[src/rtl/wb_drain_ctrl_pkg.sv]
// Shared definitions for the writeback store-drain controller.
// Holds the FIFO entry field layout, store-size encodings and FSM states.
package wb_drain_ctrl_pkg;

    // FIFO entry layout: {data[63:0], addr[31:0], size[1:0]}
    localparam int ENTRY_W   = 98;
    localparam int DATA_LO   = 34;
    localparam int ADDR_LO   = 2;
    localparam int SIZE_LO   = 0;
    localparam int BUS_BYTES = 4;

    // Store size encodings (bytes = 1 << size)
    localparam logic [1:0] SZ_1B = 2'd0;
    localparam logic [1:0] SZ_2B = 2'd1;
    localparam logic [1:0] SZ_4B = 2'd2;
    localparam logic [1:0] SZ_8B = 2'd3;

    typedef enum logic {
        ST_IDLE = 1'b0,
        ST_BUSY = 1'b1
    } state_t;

endpackage

[src/rtl/wb_drain_ctrl_beat.sv]
// wb_beat_gen: combinational beat generator for one store entry.
// Given the store address, size, data and a beat index, produces the
// word-aligned bus address, lane-aligned write data (disabled lanes zero),
// byte enables, and whether this index is the final beat of the store.
// Ports:
//   addr       in  32  store byte address
//   size       in  2   size encoding (bytes = 1 << size)
//   data       in  64  store data, low bytes meaningful
//   beat_idx   in  2   beat number 0..2
//   beat_addr  out 32  {addr[31:2] + beat_idx, 2'b00}
//   beat_wdata out 32  slice of the shifted data window
//   beat_be    out 4   lane enables
//   last_beat  out 1   beat_idx is the final beat
module wb_beat_gen
    import wb_drain_ctrl_pkg::*;
(
    input  logic [31:0] addr,
    input  logic [1:0]  size,
    input  logic [63:0] data,
    input  logic [1:0]  beat_idx,
    output logic [31:0] beat_addr,
    output logic [31:0] beat_wdata,
    output logic [3:0]  beat_be,
    output logic        last_beat
);

    logic [1:0]  off;
    logic [3:0]  n_bytes;
    logic [3:0]  lo;
    logic [3:0]  hi;
    logic [3:0]  span_m1;
    logic [3:0]  pos;
    logic [63:0] data_m;
    logic [95:0] window;

    always_comb begin
        off     = addr[1:0];
        n_bytes = 4'd1;
        data_m  = '0;
        // Bytes beyond the store size are zeroed so disabled lanes read 0.
        case (size)
            SZ_1B: begin n_bytes = 4'd1; data_m = {56'b0, data[7:0]};  end
            SZ_2B: begin n_bytes = 4'd2; data_m = {48'b0, data[15:0]}; end
            SZ_4B: begin n_bytes = 4'd4; data_m = {32'b0, data[31:0]}; end
            default: begin n_bytes = 4'd8; data_m = data;              end
        endcase

        lo      = {2'b00, off};
        hi      = lo + n_bytes - 4'd1;
        span_m1 = lo + n_bytes - 4'd1;
        window  = {32'b0, data_m} << {off, 3'b000};

        case (beat_idx)
            2'd0:    beat_wdata = window[31:0];
            2'd1:    beat_wdata = window[63:32];
            default: beat_wdata = window[95:64];
        endcase

        beat_be = '0;
        for (int j = 0; j < BUS_BYTES; j++) begin
            pos        = {beat_idx, 2'b00} + 4'(j);
            beat_be[j] = (pos >= lo) && (pos <= hi);
        end

        // Word address wraps within 30 bits; no carry into anything.
        beat_addr = {addr[31:2] + {28'b0, beat_idx}, 2'b00};
        // Beats = ceil(span/4), so last index = (span-1)/4.
        last_beat = (beat_idx == span_m1[3:2]);
    end

endmodule

[src/rtl/wb_drain_ctrl.sv]
// wb_drain_ctrl: drains the writeback store FIFO into aligned 32-bit write
// beats on the data-memory port, one entry at a time, req/ack per beat.
// Ports:
//   clk, rst         clock, synchronous active-high reset
//   fifo_empty       in   FIFO has no valid entry
//   fifo_rd_data     in   head entry {data, addr, size}
//   fifo_rd          out  pop pulse (combinational)
//   drain_en         in   allow popping new entries
//   mem_req          out  beat valid (registered, held until ack)
//   mem_addr         out  word-aligned beat address
//   mem_wdata        out  beat data, disabled lanes zero
//   mem_be           out  byte-lane enables
//   mem_ack          in   beat accepted this edge
//   drain_idle       out  idle with nothing left to drain
module wb_drain_ctrl
    import wb_drain_ctrl_pkg::*;
#(
    parameter int DATA_W = 98,
    parameter int ADDR_W = 32,
    parameter int BUS_W  = 32
) (
    input  logic                 clk,
    input  logic                 rst,
    input  logic                 fifo_empty,
    input  logic [DATA_W-1:0]    fifo_rd_data,
    output logic                 fifo_rd,
    input  logic                 drain_en,
    output logic                 mem_req,
    output logic [ADDR_W-1:0]    mem_addr,
    output logic [BUS_W-1:0]     mem_wdata,
    output logic [BUS_W/8-1:0]   mem_be,
    input  logic                 mem_ack,
    output logic                 drain_idle
);

    state_t      state_q, state_d;
    logic [1:0]  beat_q;
    logic [31:0] ent_addr;
    logic [1:0]  ent_size;
    logic [63:0] ent_data;
    logic        last_q;

    logic        pop, adv, stop;

    logic [31:0] gen_addr_in;
    logic [1:0]  gen_size_in;
    logic [63:0] gen_data_in;
    logic [1:0]  gen_idx_in;
    logic [31:0] gen_addr, gen_wdata;
    logic [3:0]  gen_be;
    logic        gen_last;

    // On a pop the first beat is built straight from the FIFO head so it can
    // be registered in the same edge the entry is latched; otherwise the
    // generator looks one beat ahead on the latched entry.
    always_comb begin
        if (pop) begin
            gen_addr_in = fifo_rd_data[ADDR_LO +: 32];
            gen_size_in = fifo_rd_data[SIZE_LO +: 2];
            gen_data_in = fifo_rd_data[DATA_LO +: 64];
            gen_idx_in  = 2'd0;
        end else begin
            gen_addr_in = ent_addr;
            gen_size_in = ent_size;
            gen_data_in = ent_data;
            gen_idx_in  = beat_q + 2'd1;
        end
    end

    wb_beat_gen u_beat_gen (
        .addr       (gen_addr_in),
        .size       (gen_size_in),
        .data       (gen_data_in),
        .beat_idx   (gen_idx_in),
        .beat_addr  (gen_addr),
        .beat_wdata (gen_wdata),
        .beat_be    (gen_be),
        .last_beat  (gen_last)
    );

    always_comb begin
        state_d = state_q;
        pop     = 1'b0;
        adv     = 1'b0;
        stop    = 1'b0;
        case (state_q)
            ST_IDLE: begin
                if (!fifo_empty && drain_en) begin
                    pop     = 1'b1;
                    state_d = ST_BUSY;
                end
            end
            ST_BUSY: begin
                if (mem_req && mem_ack) begin
                    if (!last_q) begin
                        adv = 1'b1;
                    end else if (!fifo_empty && drain_en) begin
                        pop = 1'b1;   // chain next entry, stay BUSY
                    end else begin
                        stop    = 1'b1;
                        state_d = ST_IDLE;
                    end
                end
            end
            default: state_d = ST_IDLE;
        endcase
        // The pop is suppressed while reset is held so nothing is consumed.
        if (rst) begin
            pop  = 1'b0;
            adv  = 1'b0;
            stop = 1'b0;
        end
        fifo_rd    = pop;
        drain_idle = (state_q == ST_IDLE) && fifo_empty;
    end

    always_ff @(posedge clk) begin
        if (rst) begin
            state_q   <= ST_IDLE;
            beat_q    <= '0;
            ent_addr  <= '0;
            ent_size  <= '0;
            ent_data  <= '0;
            last_q    <= 1'b0;
            mem_req   <= 1'b0;
            mem_addr  <= '0;
            mem_wdata <= '0;
            mem_be    <= '0;
        end else begin
            state_q <= state_d;
            if (pop) begin
                ent_addr  <= fifo_rd_data[ADDR_LO +: 32];
                ent_size  <= fifo_rd_data[SIZE_LO +: 2];
                ent_data  <= fifo_rd_data[DATA_LO +: 64];
                beat_q    <= 2'd0;
                last_q    <= gen_last;
                mem_req   <= 1'b1;
                mem_addr  <= gen_addr;
                mem_wdata <= gen_wdata;
                mem_be    <= gen_be;
            end else if (adv) begin
                beat_q    <= beat_q + 2'd1;
                last_q    <= gen_last;
                mem_addr  <= gen_addr;
                mem_wdata <= gen_wdata;
                mem_be    <= gen_be;
            end else if (stop) begin
                beat_q    <= 2'd0;
                last_q    <= 1'b0;
                mem_req   <= 1'b0;
                mem_addr  <= '0;
                mem_wdata <= '0;
                mem_be    <= '0;
            end
        end
    end

endmodule

[config.mk]
export PLATFORM = sky130hd
export DESIGN_NAME = wb_drain_ctrl
export DESIGN_NICKNAME = d
export VERILOG_FILES = /design/src/rtl/wb_drain_ctrl_pkg.sv /design/src/rtl/wb_drain_ctrl_beat.sv /design/src/rtl/wb_drain_ctrl.sv
export SDC_FILE = /design/constraint.sdc
export NUM_CORES = 1
export LEC_CHECK = 0
export ABC_AREA = 1
export CORE_AREA = 10 10 121 177
export DETAILED_ROUTE_END_ITERATION = 6
export DIE_AREA = 0 0 131 187
export GPL_TIMING_DRIVEN = 0
export PLACE_DENSITY = 0.82
export SLEW_MARGIN = 10
export SYNTH_ARGS = -nofsm -noshare
export SYNTH_HDL_FRONTEND = slang
export SYNTH_SLANG_ARGS = --single-unit
[constraint.sdc]
create_clock -name clk -period 10.18 [get_ports clk]
set_clock_uncertainty 0.1 [all_clocks]
set_input_delay 2.545 -clock clk [delete_from_list [all_inputs] [get_ports clk]]
set_output_delay 2.545 -clock clk [all_outputs]
set_load 0.01 [all_outputs]
After elaboration in Yosys (flattened, before gate mapping)

Index checks and enable logic that the tools add are counted.

Register bits after elaboration: 169
Output and inout port bits: 71

Shift operators: 1
Mux-type cells: 40
Equal/unequal tests: 5
Bitwise gates (word level): 1
Reductions and logical operators: 15
Add/subtract/negate cells: 7
Order comparisons: 8

Operators with widths:

| cell                                              | number |
|---|---|
| two-way mux 32 bit                                | 7 |
| case mux 64 bit (3 select lines)                  | 1 |
| << shifter 64 x 5 -> 96 bit                       | 1 |
| two-way mux 64 bit                                | 1 |
| case mux 32 bit (2 select lines)                  | 1 |
| adder 30 x 2 -> 30 bit                            | 1 |
| two-way mux 1 bit                                 | 20 |
| greater-or-equal comparator 4 x 2 -> 1 bit        | 4 |
| less-or-equal comparator 4 bit                    | 4 |
| two-way mux 4 bit                                 | 3 |
| case mux 4 bit (3 select lines)                   | 1 |
| adder 4 x 2 -> 4 bit (second input constant)      | 2 |
| two-way mux 2 bit                                 | 4 |
| logical AND 1 bit                                 | 7 |
| adder 2 x 4 -> 4 bit                              | 1 |
| adder 4 x 1 -> 4 bit (second input constant)      | 1 |
| == test 2 x 1 -> 1 bit (second input constant)    | 2 |
| zero test 2 bit                                   | 2 |
| case mux 1 bit (2 select lines)                   | 2 |
| nonzero test 2 bit                                | 2 |
| subtractor 4 x 1 -> 4 bit (second input constant) | 1 |
| nonzero test 3 bit                                | 1 |
| adder 2 x 1 -> 2 bit (second input constant)      | 1 |
| == test 2 bit                                     | 1 |
| 6 further kinds                                   | 6 |

Depth between registers and ports, before layout

Depth after elaboration: 16
Mapped depth: 21

Modules after synthesis

From an unflattened synthesis, not the netlist that was laid out.

Cells, all modules: 1,665
Area, all modules: 10,473.8 um^2

Modules (own cells, without submodules):

| module        | times used | sequential area each (um^2) | area each (um^2) | cells an instance |
|---|---|---|---|---|
| wb_drain_ctrl | 1          | 3,423.3                     | 7,026.7          | 973 |
| wb_beat_gen   | 1          | 0.0                         | 3,447.1          | 692 |

Worst setup path before layout

OpenSTA, ideal clock, no wires.

Path kind: input port to output port
Start: input port rst
End: output port fifo_rd
Path buffers: 4
Path slack: 4.177 ns
Stages: 7
Arrival time: 3.358 ns
Path through: buf_2 inv_2 nand3_4 buf_6 inv_2 buf_4 buf_2

Longest elaborated chain between the ends: 1

Ends and longest elaborated chain:

| item               | line                 | text |
|---|---|---|
| start: declaration | wb_drain_ctrl.sv:23  | `input logic rst,` |
| two-way mux 1 bit  | wb_drain_ctrl.sv:108 | `if (rst) begin` |
| end: declaration   | wb_drain_ctrl.sv:26  | `output logic fifo_rd,` |

Every way passes these cells.

Worst setup path after layout

Start: input port mem_ack
End: output port fifo_rd

Longest elaborated chain between the ends: 4

Ends and longest elaborated chain:

| item                            | line                 | text |
|---|---|---|
| start: declaration              | wb_drain_ctrl.sv:32  | `input logic mem_ack,` |
| logical AND 1 bit               | wb_drain_ctrl.sv:94  | `if (mem_req && mem_ack) begin` |
| two-way mux 1 bit               | wb_drain_ctrl.sv:94  |  |
| case mux 1 bit (2 select lines) | wb_drain_ctrl.sv:86  | `case (state_q)` |
| two-way mux 1 bit               | wb_drain_ctrl.sv:108 |  |

Every way passes these cells.

==> flow_metrics.tcl <==
set metrics [dict create \
    status "finished, final reports clean" \
    post_drt_wl_per_cell_um 22.4 \
    wl_um 46200 \
    grt-ovfl-total 0 \
    rr_startpoint "mem_req" \
    row_count 61 \
    min_path_cells 2 \
    routed_via_density 5.89 \
    ff2ff_setup_slack_ns 5.75 \
    syn_area_per_cell_um2 6.12 \
    worst_setup_path_end_kind "primary output" \
    root_buffer "clkbuf_16" \
    cts_buffer_depth 2 \
    final_antenna_net_count 0 \
    hold_path_end "mem_addr[4]" \
    criticalPathCategory "in2out" \
    cp.required_ns 7.54 \
    drtIter0Drc 1004 \
    initial_core_util 0.534 \
    clk_latency_ns 0.45 \
    slew_headroom 0.321 \
    clkSinkCount 169 \
    r2r_end "mem_addr[31]" \
    pre_cts_ws_ns 2.86 \
    die_h_um 187 \
    die_w_um 131 \
    seq_area_frac_synth 0.344 \
    period_minus_slack_ns 7.38 \
    netlist_area_um2 9820 \
    yosysTopAreaCell "dfxtp_1" \
    route.detailed.drc 0 \
    finalSetupViolCount 0 \
    drv_slew 0 \
    netlist_top_cells_area "dfxtp_1, nand2_1, nand3_1" \
    yosysWarnings 0 \
    tns_ns 0 \
    power_leakage_nw 5.44 \
    reg2regPathDepth 20 \
    crit_fanout 10 \
    synth_seq_cells 169 \
    clk_pin_slew_ns 0.06 \
    num-fill-cells 1697 \
    n_antenna_cell 0 \
    dieArea_um2 24500 \
    tightestPinTransition_ns 1.01 \
    hold_path.class "reg2reg" \
    synth-edff-count 0 \
    grt_pass1_vias 12084 \
    top_level_ports 174 \
    synth.top_cell.area_share 0.344 \
    synth-main-ff-cell "dfxtp_1" \
    cts_tree "built" \
    vias 12131 \
    drive_gt1_frac 0.0724 \
    dpl_cell_area_um2 11800 \
    synthDistinctLibCells 39 \
    hpwl_um 35200 \
    startpoint_type "input port" \
    synth_most_common_cell "nand2_1" \
    coreArea_um2 18400 \
    htree_levels 4 \
    max_freq_mhz 135 \
    cts_hold_buf 0 \
    rsz0062_at_grt "no" \
    period_share 0.725 \
    cp.arrival_ns 4.74 \
    maxCapViolCount 0 \
    hp-start "mem_addr[4]" \
    cts_resized 0 \
    hold_viol 0 \
    dr.pass1.iters 5 \
    grt_pass1_wl_um 69000 \
    peakVddDrop_v 0.000117 \
    synthTopCellsByCount "nand2_1, nand3_1, nor2_1" \
    cts_setup_buffers 0 \
    grt_max_degree 17 \
    design_area_um2 12500 \
    async_reset_ff_frac 0 \
    worst_slack_ns 2.80 \
    antenna_found_initial 0 \
    numCtsBuffers 17 \
    post-route-util 0.677 \
    p_per_area_nw_per_um2 134 \
    gp_congestion 1.08 \
    area_growth_pct 26.8 \
    synth_cells 1606 \
    grtUsageTotal 0.375 \
    nets 1909 \
    port_buffers 170 \
]
==> per-stage QoR <==
step	instances	hold WS (ns)	total power, W
finish	2061	0.364	0.00167
global route	2061	0.381	0.00171
CTS	2061	0.364	0.00165
detailed placement	2029	0.354	0.000991
global placement	2029	0.353	0.000984
floorplan	1607	0.347	0.000862
==> power by group <==
part | switching, W | internal (W) | total [W]
combinational | 0.000194 | 0.000105 | 0.000299
sequential | 0.00000842 | 0.000683 | 0.000691
clock | 0.000283 | 0.000395 | 0.000678
==> final cells by class <==
type / instances / area, µm² / area share
clock buffer: 23 / 498 / 0.0400
inverter: 130 / 488 / 0.0392
timing repair buffer: 170 / 1700 / 0.137
tap: 252 / 315 / 0.0253
sequential: 169 / 3380 / 0.272
clock inverter: 9 / 110 / 0.00884
multi-input combinational: 1203 / 5440 / 0.437
buffer: 105 / 510 / 0.0410
==> registers in the layout, indices dropped and copies added, names as in the netlist <==
| signal | flops |
|---|---|
| beat_q | 2 |
| mem_req | 1 |
| ent_addr | 32 |
| ent_data | 64 |
| mem_addr | 30 |
| last_q | 1 |
| state_q | 1 |
| mem_be | 4 |
| ent_size | 2 |
| mem_wdata | 32 |
==> cell usage in the layout (no fill, tap or decap), drive strengths merged <==
| cell type | n |
|---|---|
| o2111ai | 1 |
| or2 | 3 |
| and2 | 2 |
| nand3b | 2 |
| nand3 | 213 |
| o21ai | 69 |
| clkbuf | 59 |
| inv | 132 |
| conb | 2 |
| nor3 | 5 |
| a211oi | 2 |
| clkinvlp | 3 |
| nand4 | 54 |
| bufinv | 2 |
| buf | 69 |
| clkdlybuf4s50 | 170 |
| a21boi | 1 |
| o22ai | 1 |
| mux2i | 1 |
| a22oi | 7 |
| nor2 | 179 |
| a31oi | 1 |
| fa | 2 |
| ha | 8 |
| dfxtp | 169 |
| nand2 | 524 |
| a21oi | 116 |
| a32oi | 1 |
| xor2 | 1 |
| clkinv | 2 |
| o211ai | 8 |
==> metal layers <==
layer	vias up	wire length [µm]	GRT usage
met4	0	4920	0.358
li1	5579	-	-
met5	-	0	0
met3	274	3950	0.0950
met2	789	22400	0.619
met1	5489	14900	0.367
==> cells by family after synthesis <==
group                    Yosys count  share of synthesized area
other                              1                   0.000382
flip-flops                       169                      0.344
AND/OR/NAND/NOR                  982                      0.425
buffers and inverters            235                      0.102
multiplexers                       1                    0.00102
XOR/XNOR                           1                   0.000892
adder cells (fa/ha/maj)           10                     0.0143
AO/OA/AOI/OAI                    207                      0.112
==> critical path, cell delays in order <==
cell,delay [ns]
clkdlybuf4s50_1,0.50
nand3_1,0.11
nand2_2,0.12
nand3_4,0.11
buf_6,0.16
inv_2,0.05
buf_4,0.18
buf_2,0.34
clkdlybuf4s50_1,0.61
==> worst max path at each step <==
| stage | depth (start not counted) | endpoint | slack (ns) | start |
|---|---|---|---|---|
| 2_1_floorplan | 7 | fifo_rd | 4.18 | rst |
| 3_3_place_gp | 9 | fifo_rd | 2.85 | mem_ack |
| 3_5_place_dp | 9 | fifo_rd | 2.86 | mem_ack |
| 4_1_cts | 9 | fifo_rd | 2.85 | mem_ack |
| 5_1_grt | 9 | fifo_rd | 2.71 | mem_ack |
| 6_report | 9 | fifo_rd | 2.80 | mem_ack |
Power figures use the tool's default switching activity.
